[src/rtl/rst_seq_pkg.sv]
// Shared reset package.
// Holds the reset-manager source type, the rst_seq FSM state type, the
// default release/pulse timing constants and a lowest-set-bit helper used
// to arbitrate software reset requests.
package rst_seq_pkg;

  // Reset sources as seen by the reset manager.
  typedef enum logic [1:0] {
    RST_SRC_NONE = 2'd0,
    RST_SRC_POR  = 2'd1,
    RST_SRC_SYS  = 2'd2,
    RST_SRC_SW   = 2'd3
  } rst_src_e;

  // Reset sequencer FSM states.
  typedef enum logic [1:0] {
    HOLD    = 2'd0,
    RELEASE = 2'd1,
    DONE    = 2'd2,
    SWRST   = 2'd3
  } rst_seq_e;

  localparam int unsigned DLY_CYC_DEF   = 16;
  localparam int unsigned PULSE_CYC_DEF = 8;
  localparam int unsigned CNT_W         = 8;

  // Index of the lowest set bit of v (0 when v is all zero).
  function automatic logic [2:0] lowest_set(input logic [7:0] v);
    logic [2:0] r;
    r = '0;
    for (int i = 7; i >= 0; i--) begin
      if (v[i]) r = 3'(i);
    end
    return r;
  endfunction

endpackage

[src/rtl/rst_sync.sv]
// Two-flop reset synchronizer: asynchronous clear, synchronous release.
// Ports:
//   clk    - destination clock
//   clr_n  - active-low asynchronous clear
//   sync_n - synchronized active-low reset, rises two clk edges after clr_n
module rst_sync (
  input  logic clk,
  input  logic clr_n,
  output logic sync_n
);

  logic meta;

  always_ff @(posedge clk or negedge clr_n) begin
    if (!clr_n) begin
      meta   <= 1'b0;
      sync_n <= 1'b0;
    end else begin
      meta   <= 1'b1;
      sync_n <= meta;
    end
  end

endmodule

[src/rtl/rst_seq.sv]
// Reset sequencer: releases NUM_DOM downstream reset domains one after the
// other, DLY_CYC cycles apart, once the synchronized system reset rises, and
// then serves per-domain software reset requests with a PULSE_CYC-cycle pulse.
// Ports:
//   clk_i        - system clock
//   rst_ni       - asynchronous active-low power-on reset
//   sys_rst_ni   - active-low system reset from the reset manager
//   sw_rst_req_i - level software reset request, one bit per domain
//   dom_rst_no   - active-low per-domain reset, bit 0 released first
//   sw_rst_ack_o - one-cycle pulse when a software reset completes
//   seq_done_o   - all domains released and no software reset active
module rst_seq
  import rst_seq_pkg::*;
#(
  parameter int unsigned NUM_DOM   = 4,
  parameter int unsigned DLY_CYC   = DLY_CYC_DEF,
  parameter int unsigned PULSE_CYC = PULSE_CYC_DEF
) (
  input  logic               clk_i,
  input  logic               rst_ni,
  input  logic               sys_rst_ni,
  input  logic [NUM_DOM-1:0] sw_rst_req_i,
  output logic [NUM_DOM-1:0] dom_rst_no,
  output logic [NUM_DOM-1:0] sw_rst_ack_o,
  output logic               seq_done_o
);

  localparam int unsigned IDX_W = (NUM_DOM > 1) ? $clog2(NUM_DOM) : 1;
  localparam logic [CNT_W-1:0] DLY_TC   = CNT_W'(DLY_CYC - 1);
  localparam logic [CNT_W-1:0] PULSE_TC = CNT_W'(PULSE_CYC - 1);
  localparam logic [IDX_W-1:0] LAST_IDX = IDX_W'(NUM_DOM - 1);

  logic               sync_rst_n;
  logic               clr_n;
  rst_seq_e           state_q, state_d;
  logic [NUM_DOM-1:0] rel_q, rel_d;
  logic [NUM_DOM-1:0] ack_q, ack_d;
  logic [CNT_W-1:0]   cnt_q, cnt_d;
  logic [IDX_W-1:0]   idx_q, idx_d;
  logic [IDX_W-1:0]   sel_q, sel_d;
  logic [IDX_W-1:0]   req_sel;

  // Either reset source clears the synchronizer immediately.
  assign clr_n = rst_ni & sys_rst_ni;

  rst_sync u_sync (
    .clk    (clk_i),
    .clr_n  (clr_n),
    .sync_n (sync_rst_n)
  );

  assign req_sel = IDX_W'(lowest_set(8'(sw_rst_req_i)));

  always_ff @(posedge clk_i or negedge rst_ni) begin
    if (!rst_ni) begin
      state_q <= HOLD;
      rel_q   <= '0;
      ack_q   <= '0;
      cnt_q   <= '0;
      idx_q   <= '0;
      sel_q   <= '0;
    end else begin
      state_q <= state_d;
      rel_q   <= rel_d;
      ack_q   <= ack_d;
      cnt_q   <= cnt_d;
      idx_q   <= idx_d;
      sel_q   <= sel_d;
    end
  end

  always_comb begin
    state_d = state_q;
    rel_d   = rel_q;
    ack_d   = '0;
    cnt_d   = cnt_q;
    idx_d   = idx_q;
    sel_d   = sel_q;
    if (!sync_rst_n) begin
      // Any reset drops everything; a pending ack is simply never raised.
      state_d = HOLD;
      rel_d   = '0;
      cnt_d   = '0;
      idx_d   = '0;
      sel_d   = '0;
    end else begin
      unique case (state_q)
        // The HOLD exit cycle already counts as the first delay cycle, so
        // domain k is released exactly (k+1)*DLY_CYC cycles after
        // sync_rst_n rises. HOLD always holds cnt/idx at zero here.
        HOLD, RELEASE: begin
          state_d = RELEASE;
          if (cnt_q == DLY_TC) begin
            rel_d[idx_q] = 1'b1;
            cnt_d        = '0;
            idx_d        = idx_q + 1'b1;
            if (idx_q == LAST_IDX) begin
              state_d = DONE;
              idx_d   = '0;
            end
          end else begin
            cnt_d = cnt_q + 1'b1;
          end
        end
        DONE: begin
          if (|sw_rst_req_i) begin
            sel_d          = req_sel;
            rel_d[req_sel] = 1'b0;
            cnt_d          = '0;
            state_d        = SWRST;
          end
        end
        SWRST: begin
          if (cnt_q == PULSE_TC) begin
            rel_d[sel_q] = 1'b1;
            ack_d[sel_q] = 1'b1;
            cnt_d        = '0;
            state_d      = DONE;
          end else begin
            cnt_d = cnt_q + 1'b1;
          end
        end
        default: state_d = HOLD;
      endcase
    end
  end

  // Assertion follows sync_rst_n asynchronously; release is registered.
  assign dom_rst_no   = rel_q & {NUM_DOM{sync_rst_n}};
  assign sw_rst_ack_o = ack_q;
  assign seq_done_o   = (state_q == DONE);

endmodule

[config.mk]
export PLATFORM = sky130hd
export DESIGN_NAME = rst_seq
export DESIGN_NICKNAME = d
export VERILOG_FILES = /design/src/rtl/rst_seq_pkg.sv /design/src/rtl/rst_sync.sv /design/src/rtl/rst_seq.sv
export SDC_FILE = /design/constraint.sdc
export NUM_CORES = 1
export LEC_CHECK = 0
export BUFFER_PORTS_ARGS = -buffer_cell sky130_fd_sc_hd__buf_2
export CAP_MARGIN = 15
export CORE_UTILIZATION = 52
export DETAILED_ROUTE_END_ITERATION = 12
export GPL_ROUTABILITY_DRIVEN = 1
export GPL_TIMING_DRIVEN = 0
export HOLD_SLACK_MARGIN = 0.06
export PLACE_DENSITY = 0.72
export RECOVER_POWER = 100
export SETUP_SLACK_MARGIN = 0.4
export SLEW_MARGIN = 20
export SYNTH_ARGS = -nofsm -noshare
export SYNTH_HDL_FRONTEND = slang
export SYNTH_SLANG_ARGS = --single-unit
[constraint.sdc]
create_clock -name clk_i -period 3.15 [get_ports clk_i]
set_clock_uncertainty 0.05 [all_clocks]
set_input_delay 0.63 -clock clk_i [delete_from_list [all_inputs] [get_ports clk_i]]
set_output_delay 0.63 -clock clk_i [all_outputs]
set_load 0.005 [all_outputs]
==> qor.yml <==
synth:
  ys_seq_area_share_pct: 43.6
  synth_simple_gate_area_share_pct: 21.7
  synth_cell_types: 43
  synth.area.mux_share_pct: 3.36
  syn_inst: 146
  syn_nets: 158
  ys_ff_latch: 24
  syn_avg_cell_area_sq_um: 9.44
  synthTopCellsByArea: "dfrtp_1 44%, nand2_1 4.9%, ha_1 4.5%, o21ai_0 4.4%, nor2_1 4.4%"
  async_reset_ff_share_pct: 100
  yosysTopAreaCell: "dfrtp_1"
  synthAdderAreaFrac_pct: 4.54
  synth_edf_count: 0
  synth_compound_area_share_pct: 22.9
  synth_flop_cell: "dfrtp_1"
  netlist_area_sq_um: 1380
  synth_xor_area_share_pct: 0
  synth_top_area_share_pct: 43.6
  ys_warn_count: 0
  synth_top_family_by_area: "compound AO/OA/AOI/OAI gates"
cts:
  cts_max_path_buffers: 2
  post_cts_buffers: 0
  clk_pin_slew_ns: 0.14
  cts-resized-gates: 0
  cts_buffers: 3
  cts_root_buf: "clkbuf_4"
  cts.sinks: 24
  clock_latency_ns: 0.32
  cts_tree: "built"
  postCtsHoldBufs: 0
  h-tree-depth: 1
detailed_routing:
  drt-vias-per-instance: 6.07
  vias: 1183
  drtIter0Drc: 27
  wirelength_mm: 3.11
  drt-pass1-iter-count: 4
  route.detailed.drc: 0
  wire_per_inst_um: 15.9
  ant_nets: 0
final_layout:
  drive_gt1_share_pct: 13.9
  area.growth.synth_to_final_pct: 10.9
  layout_common_cells: "24 x dfrtp_1, 18 x nand2_1, 16 x nor2_1"
  diodes: 0
  multi_input_area_sq_um: 719
  final_nets: 178
  regArea_sq_um: 601
  final_cells: 195
  final_area_sq_um: 1530
  utilization_pct: 61.1
  final_common_cell: "dfrtp_1"
  fill_cells: 213
worst_setup_path:
  path_max_fanout: 10
  path_class: "reg -> out"
  startpoint_type: "register"
  crit_slowest_cell: "clkbuf_1"
  cp_cell_sequence: "clkbuf_1 -> nand2b_1 -> inv_1 -> buf_2"
  rr_worst_depth: 5
  end_kind: "output pin"
  slowest_delay_ns: 0.39
  required_ns: 2.47
  rrSetupSlack_ns: 0.78
  worst_r2r_endpoint: "rel_q[0]"
  r2r_start: "cnt_q[0]"
  crit_arrival_ns: 1.71
floorplan:
  start_util_pct: 55.1
  die_y_um: 53.5
  rows: 18
  core_sq_um: 2500
  die_w_um: 53.5
  die_area_sq_um: 2860
  ios: 16
global_routing:
  grt_pass1_wl_mm: 5.20
  grt_max_degree: 24
  grt_overflow: 0
  grt_antenna_before_repair: 0
  grtUsageTotal_pct: 25.6
  first_global_vias: 1095
placed_design:
  place_congestion: 0.882
  port_buffers: 15
  hpwl_mm: 2.28
  place_area_sq_um: 1490
  dp.cells: 191
  place_ws_ns: 0.874
timing:
  worst_slew_margin_rel_pct: 17.5
  slew_violations: 0
  hold_violations: 0
  fin_crit_ns: 2.39
  final.setup.worst_slack_ns: 0.760
  finalSetupViolCount: 0
  worst_pin_slew_ns: 1.24
  fin_crit_sh_pct: 75.9
  fmax_mhz: 418
  hold-worst-slack_ns: 0.138
  fin_tns_setup_ns: 0
  rsz0062_at_grt: "no"
power:
  peakVddDrop_v: 0.000305
  total_leakage_power_nw: 0.680
  cellPowerDensity_nw_per_um2: 382
  p_total_mw: 0.583
status:
  outcome: "finished, final reports clean"
run:
  maxCapViolCount: 0
min_path:
  hp-class: "in -> async"
worst max-delay path, delay by kind of cell (launching register included):
family | cells | cell delay (ns)
buf+inv | 3 | 0.79
simple gates | 1 | 0.26
flops | 1 | 0.35
how the worst max path moves through the flow:
| stage | slack, ns | endpoint | depth (start not counted) | startpoint |
|---|---|---|---|---|
| after floorplan | 1.19 | rel_q[0] | 5 | cnt_q[0] |
| after global placement | 0.94 | rel_q[0] | 5 | cnt_q[0] |
| after detailed placement | 0.87 | rel_q[0] | 5 | cnt_q[0] |
| after CTS | 0.86 | rel_q[0] | 5 | cnt_q[0] |
| after global routing | 0.62 | seq_done_o | 4 | state_q[1] |
| final | 0.76 | seq_done_o | 4 | state_q[1] |
flip-flops by register name, summed over array words and instances (netlist names):
signal	flops
sw_rst_ack_o	4
sel_q	2
idx_q	2
cnt_q	8
u_sync.meta	1
u_sync.sync_n	1
rel_q	4
state_q	2
cells by family after synthesis:
kind of cell    count (synthesis)
compound gates                 40
fa+ha+maj                       5
buf+inv                        13
flops                          24
mux                             4
other cells                     1
simple gates                   59
metal layers:
layer | global-route usage [%] | routed length, um
met5 | 0 | 0
met4 | 6.14 | 25
met3 | 3.16 | 109
met2 | 42.3 | 1570
met1 | 35.1 | 1390
final cells by class:
type,instances,share of cell area (%)
clock buffers,3,1.47
clock inverters,1,1.97
multi-input cells,109,47.1
repair buffers,15,4.50
inverters,8,1.97
flip-flops and latches,24,39.3
plain buffers,5,1.23
well taps,30,2.46
report_power, final:
group          total [mW]  switching, mW  internal, mW
combinational      0.0373         0.0257        0.0116
sequential          0.321        0.00645         0.315
clock               0.225         0.0960         0.129
synthesized netlist by cell type, types with 3 or more instances:
| master | number |
|---|---|
| a21oi_1 | 3 |
| and2_1 | 4 |
| clkbuf_1 | 4 |
| dfrtp_1 | 24 |
| ha_1 | 5 |
| inv_1 | 8 |
| nand2_1 | 18 |
| nand3_1 | 4 |
| nor2_1 | 16 |
| nor3_1 | 6 |
| o211ai_1 | 5 |
| o21ai_0 | 12 |
No activity file was read; power rests on OpenSTA's default activity.
